`src/rtl/trace_uart_tx.sv`:
```
// trace_uart_tx: buffers (PC, write-data) pairs captured on a strobe and
// serializes each as a 9-byte UART 8N1 record for host-side trace capture.
module trace_uart_tx #(
    parameter int         CLKS_PER_BIT = 868,
    parameter int         FIFO_DEPTH   = 8,
    parameter logic [7:0] SYNC_BYTE    = 8'hA5
) (
    input  logic                         Clk,
    input  logic                         Reset,
    input  logic                         Capture,
    input  logic [31:0]                  PC_In,
    input  logic [31:0]                  WriteData_In,
    output logic                         Tx,
    output logic                         Busy,
    output logic                         Overflow,
    output logic [$clog2(FIFO_DEPTH):0]  FifoCount
);

    localparam int PW = $clog2(FIFO_DEPTH);
    localparam int CW = PW + 1;
    localparam int BW = $clog2(CLKS_PER_BIT);

    localparam logic [CW-1:0] FULL_COUNT = CW'(FIFO_DEPTH);
    localparam logic [BW-1:0] BAUD_MAX   = BW'(CLKS_PER_BIT - 1);

    typedef enum logic [1:0] {
        IDLE,
        START,
        DATA,
        STOP
    } state_t;

    logic [63:0]   mem [FIFO_DEPTH];
    logic [PW-1:0] wr_ptr;
    logic [PW-1:0] rd_ptr;
    logic [CW-1:0] count;
    logic          full;
    logic          empty;
    logic          push;
    logic          pop;

    state_t        state;
    logic [3:0]    byte_idx;
    logic [2:0]    bit_idx;
    logic [BW-1:0] baud;
    logic          baud_end;
    logic [63:0]   rec;
    logic [7:0]    shift;
    logic          tx_q;

    // Byte n of the record: sync byte first, then PC and data MSB first.
    function automatic logic [7:0] rec_byte(
        input logic [63:0] r,
        input logic [3:0]  idx
    );
        logic [7:0] b;
        case (idx)
            4'd1:    b = r[63:56];
            4'd2:    b = r[55:48];
            4'd3:    b = r[47:40];
            4'd4:    b = r[39:32];
            4'd5:    b = r[31:24];
            4'd6:    b = r[23:16];
            4'd7:    b = r[15:8];
            4'd8:    b = r[7:0];
            default: b = SYNC_BYTE;
        endcase
        return b;
    endfunction

    // The full test uses the pre-edge count, so a same-edge pop never
    // makes room for a capture.
    assign full     = (count == FULL_COUNT);
    assign empty    = (count == '0);
    assign push     = Capture & ~full;
    assign pop      = (state == IDLE) & ~empty;
    assign baud_end = (baud == BAUD_MAX);

    assign Tx        = tx_q;
    assign Busy      = (state != IDLE) | ~empty;
    assign FifoCount = count;

    // FIFO storage; contents are don't-care while the pointers are reset.
    always_ff @(posedge Clk) begin
        if (push && !Reset) begin
            mem[wr_ptr] <= {PC_In, WriteData_In};
        end
    end

    // FIFO pointers, occupancy and the sticky drop flag.
    always_ff @(posedge Clk or posedge Reset) begin
        if (Reset) begin
            wr_ptr   <= '0;
            rd_ptr   <= '0;
            count    <= '0;
            Overflow <= 1'b0;
        end else begin
            if (push) begin
                wr_ptr <= wr_ptr + 1'b1;
            end
            if (pop) begin
                rd_ptr <= rd_ptr + 1'b1;
            end
            if (Capture && full) begin
                Overflow <= 1'b1;
            end
            unique case ({push, pop})
                2'b10:   count <= count + 1'b1;
                2'b01:   count <= count - 1'b1;
                default: count <= count;
            endcase
        end
    end

    // Serializer: frames each record byte as start, 8 data LSB first, stop.
    always_ff @(posedge Clk or posedge Reset) begin
        if (Reset) begin
            state    <= IDLE;
            byte_idx <= '0;
            bit_idx  <= '0;
            baud     <= '0;
            rec      <= '0;
            shift    <= '0;
            tx_q     <= 1'b1;
        end else begin
            unique case (state)
                IDLE: begin
                    tx_q <= 1'b1;
                    baud <= '0;
                    if (pop) begin
                        rec      <= mem[rd_ptr];
                        shift    <= SYNC_BYTE;
                        byte_idx <= '0;
                        tx_q     <= 1'b0;
                        state    <= START;
                    end
                end
                START: begin
                    if (baud_end) begin
                        baud    <= '0;
                        bit_idx <= '0;
                        tx_q    <= shift[0];
                        state   <= DATA;
                    end else begin
                        baud <= baud + 1'b1;
                    end
                end
                DATA: begin
                    if (baud_end) begin
                        baud <= '0;
                        if (bit_idx == 3'd7) begin
                            tx_q  <= 1'b1;
                            state <= STOP;
                        end else begin
                            bit_idx <= bit_idx + 3'd1;
                            shift   <= shift >> 1;
                            tx_q    <= shift[1];
                        end
                    end else begin
                        baud <= baud + 1'b1;
                    end
                end
                STOP: begin
                    if (baud_end) begin
                        baud <= '0;
                        if (byte_idx == 4'd8) begin
                            tx_q  <= 1'b1;
                            state <= IDLE;
                        end else begin
                            byte_idx <= byte_idx + 4'd1;
                            shift    <= rec_byte(rec, byte_idx + 4'd1);
                            tx_q     <= 1'b0;
                            state    <= START;
                        end
                    end else begin
                        baud <= baud + 1'b1;
                    end
                end
                default: begin
                    tx_q  <= 1'b1;
                    state <= IDLE;
                end
            endcase
        end
    end

endmodule
```
`config.mk`:
```
export PLATFORM = sky130hd
export DESIGN_NAME = trace_uart_tx
export DESIGN_NICKNAME = d
export VERILOG_FILES = /design/src/rtl/trace_uart_tx.sv
export SDC_FILE = /design/constraint.sdc
export NUM_CORES = 1
export LEC_CHECK = 0
export BUFFER_PORTS_ARGS = -buffer_cell sky130_fd_sc_hd__buf_2
export CORE_ASPECT_RATIO = 0.75
export CORE_MARGIN = 8
export CORE_UTILIZATION = 40
export CTS_CLUSTER_DIAMETER = 80
export CTS_CLUSTER_SIZE = 14
export DETAILED_ROUTE_END_ITERATION = 6
export PLACE_DENSITY = 0.54
export SYNTH_ARGS = -nofsm -noshare
export SYNTH_HDL_FRONTEND = slang
export SYNTH_SLANG_ARGS = --single-unit
```
`constraint.sdc`:
```
create_clock -name Clk -period 17.8 [get_ports Clk]
set_clock_uncertainty 0.15 [all_clocks]
set_input_delay 0.89 -clock Clk [delete_from_list [all_inputs] [get_ports Clk]]
set_output_delay 0.89 -clock Clk [all_outputs]
set_load 0.02 [all_outputs]
```
[Yosys cells after proc, flatten, opt, wreduce, memory -nomap -nowiden]
Memories as Yosys holds them, arrays and structs flattened. A register that Yosys moved wholly into a read port is not among the register bits.
Cells that the tools add are included.
Cells by class
  div/mod/pow operators: 0
  reductions and logical operators: 17
  multiply operators: 0
  add/sub/neg operators: 7
  shift-type cells: 0
  equality and inequality tests: 24
  order comparisons: 0
  muxes and demuxes: 34
  bitwise logic cells: 5
Operators by type and width (number)
  8-bit case mux with 8 select lines: 1
  8-bit 2-to-1 mux: 5
  8-bit case mux with 3 select lines: 1
  10-bit case mux with 2 select lines: 1
  4-bit by 3-bit == test with 1-bit output, second input constant: 4
  4-bit case mux with 2 select lines: 2
  2-bit != test, second input constant: 7
  4-bit == test, second input constant: 3
  4-bit 2-to-1 mux: 3
  10-bit by 1-bit adder with 10-bit output, second input constant: 1
  10-bit == test, second input constant: 1
  10-bit 2-to-1 mux: 1
  2-bit 2-to-1 mux: 5
  3-bit by 1-bit adder with 3-bit output, second input constant: 3
  1-bit 2-to-1 mux: 9
  3-bit 2-to-1 mux: 3
  4-bit by 1-bit adder with 4-bit output, second input constant: 2
  4-bit by 2-bit == test with 1-bit output, second input constant: 2
  2-bit case mux with 4 select lines: 1
  4-bit AND reduction: 2
  2-bit nonzero test: 4
  2-bit == test, second input constant: 3
  3-bit case mux with 2 select lines: 1
  6-bit AND reduction: 1
  other kinds (17): 21
Word-level totals
  bits in read-only memories: 0
  output and inout bits: 7
  input port bits: 67
  memory bits (writable): 512
  memories: 1
  bits in latches: 0
  logic and storage cells: 98
  register bits after elaboration: 39
Memories
  mem: words 8, width 64, rd ports 1, clocked after Yosys merged registers in 1, wr ports 1, RTL line 33  | logic [63:0] mem [FIFO_DEPTH];

[Longest topological paths before layout]
  depth after elaboration: 6
  gate-level depth with buffers: 13
  mapped depth without buffers: 11

[Least setup slack after synthesis]
Ideal clock, no wire load.
  path kind: input to register
  from: in Capture
  to: mem mem[0][0] (enable)
  slack: 9.117 ns
  stages: 3
  arrival time: 7.867 ns
  path through: and2_1 -> clkinv_1 -> nor4b_1
Between the ends
  word-level cells in the longest chain between the ends: 4
Ends and longest elaborated chain
  from (decl): RTL line 10  | input logic Capture,
  1-bit AND: RTL line 75  | assign push = Capture & ~full;
  1-bit logical AND: RTL line 85  | if (push && !Reset) begin
  1-bit 2-to-1 mux: RTL line 85
  1-bit 2-to-1 mux (implied by the code): RTL line 86  | mem[wr_ptr] <= {PC_In, WriteData_In};
  to (decl): RTL line 33
No other way between the ends.

[Worst setup path after layout]
  from: reg count[0], in the netlist FifoCount[0]
  to: reg count[3], in the netlist FifoCount[3]
Between the ends
  word-level cells in the longest chain between the ends: 5
  elaborated cells on any way between the ends: 12
Ends and longest elaborated chain
  from (decl): RTL line 36  | logic [CW-1:0] count;
  from (signal assigned): RTL line 108  | 2'b10: count <= count + 1'b1;
  from (signal assigned): RTL line 109  | 2'b01: count <= count - 1'b1;
  from (signal assigned): RTL line 110  | default: count <= count;
  4-bit zero test *: RTL line 74  | assign empty = (count == '0);
  1-bit inverter *: RTL line 76  | assign pop = (state == IDLE) & ~empty;
  1-bit AND *: RTL line 76
  named net pop: RTL line 40  | logic pop;
  2-bit by 1-bit == test with 1-bit output / 2-bit == test (equally long branches): RTL line 107  | unique case ({push, pop})
  4-bit case mux with 2 select lines / 2-bit nonzero test (equally long branches)
Mark *: on every way through the listed nets, which the timed path passes. The rest lies on a longest branch.
A chain may end at the register's enable or synchronous reset.

==> reports/results.ini <==
[setup_path]
worstSetupEndpointType=flip-flop
crit_family=simple AND/OR/NAND/NOR gates
crit_chain=nor4_1 > nand2b_4 > inv_1 > ha_1 > ha_1 > a21o_1 > a21oi_1 > xnor2_1 > nor2_1 > xor2_1
critical_path.max_fanout=60
cp_common_cell=sky130_fd_sc_hd__ha_1
cp_slowest_cell=sky130_fd_sc_hd__nor4_1
critPathLaunchType=flip-flop
timing.critical_path.arrival_ps=4050
critical-path-max-stage-delay_ps=810
critical_path.n_buffers_inverters=1
kind_of_critical_path=reg -> reg
cp_data_required_time_ps=18120

[timing]
fmax_mhz=267.6
layout_min_cycle_time_ps=3736
hold_viol=0
transition_time_at_the_pin_with_the_least_slew_margin_ps=920.4
timing.setup.tns_ps=0
rsz0062_at_grt=false
slew_violations=0
timing.final.crit_share_pct=20.99
max-slew-margin-rel_pct=38.08
setup_violations=0

[clock_network]
number_of_cells_upsized_or_downsized_after_cts=0
cts_buffers=49
number_of_h_tree_levels=2
setup_buffers_after_cts=0
clk_path_buf_depth=3
postCtsHoldBufs=0
cts.root.buffer_cell=sky130_fd_sc_hd__clkbuf_16
tritoncts=built
clkTransAtPathRegs_ps=70
clk_latency_ps=590
clock-sinks=615

[yosys]
synth-simple-area-share_pct=3.408
netlist.top_cell.by_area=sky130_fd_sc_hd__edfxtp_1
netlist_area_um2=24230
synth-compound-area-share_pct=4.565
yosys-top-cells-area=sky130_fd_sc_hd__edfxtp_1, sky130_fd_sc_hd__mux4_2, sky130_fd_sc_hd__dfrtp_1, sky130_fd_sc_hd__mux2i_1, sky130_fd_sc_hd__nand2_1
yosys.area_share.xor_xnor_pct=0.5784
synth.most_common_cell=sky130_fd_sc_hd__edfxtp_1
synth.yosys.seq_area_share_pct=74.10
ys_top_cells_by_count=sky130_fd_sc_hd__edfxtp_1, sky130_fd_sc_hd__mux4_2, sky130_fd_sc_hd__dfrtp_1, sky130_fd_sc_hd__nand2_1, sky130_fd_sc_hd__o21ai_0
synth.mux.area_fraction_pct=14.83
ys.flop_type=sky130_fd_sc_hd__edfxtp_1
largest_family_of_logic_cells_by_synthesized_area=multiplexers
synth-adder-area-share_pct=0.9605
synth.yosys.warnings=0
number_of_synthesized_flops_with_an_enable_pin=512
synthesis.instances=1278
synth.distinct_cells=63
async_flop_share_pct=16.75
yosys_register_bits=615
yosysTopAreaCellShare_pct=63.45
synth.avg_cell_area_um2=18.96
synth.net_count=1363

[floorplan]
num_rows=78
die_width_um=300.2
core_region_area_um2=60220
die_y_um=229.1
initial_utilization_pct=40.24
io-pin-count=74
fp.dieArea_um2=68790

[pwr]
totalPowerFinal_mw=2.897
powerDensity_nw_per_um2=107.5
intPower_mw=2.257
netSwitchingFraction_pct=22.11
clock_group_share_of_total_power_pct=35.3
vdd_ir_max_v=0.00006328
seq_power_share_pct=58.3
p_switching_mw=0.6406
p_leak_nw=8.945
power.share.combinational_pct=6.3

[finish]
finish.net_count=1440
nFillCells=5130
drive_gt1_share_pct=21.79
antenna_cells=0
synthToLayoutAreaGrowth_pct=11.28

[grt]
groute.usage.overall_pct=15.12
grt_pass1_vias=12090
pin_count_of_the_biggest_net_entering_global_routing=73
grt_overflow=0
initial_antenna_violation_count=7
grt_first_pass_wirelength_um=79190

[route]
first_iter_violations=967
routedWlPerCell_um=24.09
met3WireLength_um=2323
route.antenna.remaining_nets=0
met1_length_um=24850
top_layer=met5
first_pass_iters=6
detail_route.drc_violations=0
via_count=11860
finalWirelength_um=52870
vias_per_cell=5.403
route.met2.wl_um=24620

[placed_design]
gpl.final_weighted_congestion=0.7999
dp.final_hpwl_um=30170
port-buffer-count=73

[job]
cap_violations=0

[outcome]
run_status=finished clean

[worst_hold_path]
hold_path.class=in -> async

==> worst reg2reg max path, cell delays in order, from the launching register on <==
cell and delay [ps]:
sky130_fd_sc_hd__dfrtp_1 450, sky130_fd_sc_hd__nor4_1 820, sky130_fd_sc_hd__nand2b_4 690, sky130_fd_sc_hd__inv_1 250
sky130_fd_sc_hd__ha_1 290, sky130_fd_sc_hd__ha_1 290, sky130_fd_sc_hd__a21o_1 180, sky130_fd_sc_hd__a21oi_1 180
sky130_fd_sc_hd__xnor2_1 130, sky130_fd_sc_hd__nor2_1 70, sky130_fd_sc_hd__xor2_1 140
==> per-stage QoR <==
stage | worst slack, ps | hold slack, ps | std cells | instance area (um2) | utilization, %
4_1_cts | 14080 | 296.4 | 2195 | 26960 | 44.78
5_1_grt | 13850 | 338.5 | 2195 | 26960 | 44.78
6_report | 14060 | 319.0 | 2195 | 26960 | 44.78
3_3_place_gp | 14120 | 304.8 | 2104 | 25530 | 42.40
2_1_floorplan | 9117 | 291.9 | 1278 | 24230 | -
3_5_place_dp | 14090 | 324.0 | 2104 | 25530 | 42.40
==> power groups by stage <==
stage	Combinational (mW)	Clock (mW)	Sequential, mW
floorplan	0.0931	0	1.73
global placement	0.186	0	1.72
detailed placement	0.188	0	1.72
CTS	0.189	1.05	1.69
global route	0.201	1.10	1.70
finish	0.184	1.02	1.69
==> path summary, 6_finish.rpt <==
path / from / end / slack (ps) / cells after the start
max: FifoCount[0]$_DFFE_PP0P_ / FifoCount[3]$_DFFE_PP0P_ / 14060 / 10
min: Reset / FifoCount[3]$_DFFE_PP0P_ / 320 / 2
max reg2reg: FifoCount[0]$_DFFE_PP0P_ / FifoCount[3]$_DFFE_PP0P_ / 14060 / 10
min reg2reg: Overflow$_DFFE_PP0P_ / Overflow$_DFFE_PP0P_ / 330 / 1
max in group asynchronous: Reset / rd_ptr[0]$_DFFE_PP0P_ / 15750 / 3
min in group Clk: Overflow$_DFFE_PP0P_ / Overflow$_DFFE_PP0P_ / 330 / 1
==> layout make-up <==
cell class / count / area [um2] / area share, %
Sequential cell: 615 / 17960 / 66.63
Multi-Input combinational cell: 575 / 5954 / 22.08
Clock buffer: 90 / 1423 / 5.276
Tap cell: 800 / 1001 / 3.712
Timing Repair Buffer: 97 / 545.5 / 2.023
Inverter: 17 / 66.31 / 0.2459
Clock inverter: 1 / 8.758 / 0.03248
==> cell families (layout without fill, tap and decap cells) <==
group / after synthesis / after routing
AND/OR/NAND/NOR: 184 / 184
AO/OA/AOI/OAI: 159 / 159
adder cells (fa/ha/maj): 18 / 18
multiplexers: 198 / 198
buffers and inverters: 88 / 205
XOR/XNOR: 16 / 16
flip-flops: 615 / 615
==> registers in the layout (all words and copies together) (netlist names) <==
name	flops
rd_ptr	3
byte_idx	4
Overflow	1
bit_idx	3
baud	10
wr_ptr	3
Tx	1
rec	64
FifoCount	4
state	2
mem	512
shift	8
==> cell usage in the layout (no fill, tap or decap), types with 4 or more instances in the layout <==
cell type and instances:
sky130_fd_sc_hd__mux2i_1 66, sky130_fd_sc_hd__o21ai_1 6, sky130_fd_sc_hd__xor2_1 6, sky130_fd_sc_hd__a22o_1 13, sky130_fd_sc_hd__edfxtp_1 512, sky130_fd_sc_hd__a31oi_1 5, sky130_fd_sc_hd__nand2_1 100, sky130_fd_sc_hd__clkbuf_16 51
sky130_fd_sc_hd__a311oi_1 5, sky130_fd_sc_hd__nor3_1 16, sky130_fd_sc_hd__buf_4 24, sky130_fd_sc_hd__o21ai_0 67, sky130_fd_sc_hd__nor2_1 27, sky130_fd_sc_hd__a221oi_1 5, sky130_fd_sc_hd__xnor2_1 10, sky130_fd_sc_hd__nor3_2 4
sky130_fd_sc_hd__inv_1 15, sky130_fd_sc_hd__a21o_1 5, sky130_fd_sc_hd__o311ai_1 5, sky130_fd_sc_hd__buf_2 73, sky130_fd_sc_hd__a222oi_1 8, sky130_fd_sc_hd__nand3_1 10, sky130_fd_sc_hd__ha_1 17, sky130_fd_sc_hd__mux4_2 128
sky130_fd_sc_hd__o21a_1 6, sky130_fd_sc_hd__clkbuf_1 39, sky130_fd_sc_hd__a21oi_1 11, sky130_fd_sc_hd__dfrtp_1 99
==> layer usage <==
metal / vias up / GRT usage (%)
li1: 5263 / -
met1: 6254 / 22.08
met2: 250 / 23.46
met3: 81 / 2.677
met4: 12 / 3.666
met5: - / 0
Power figures use the tool's default switching activity.
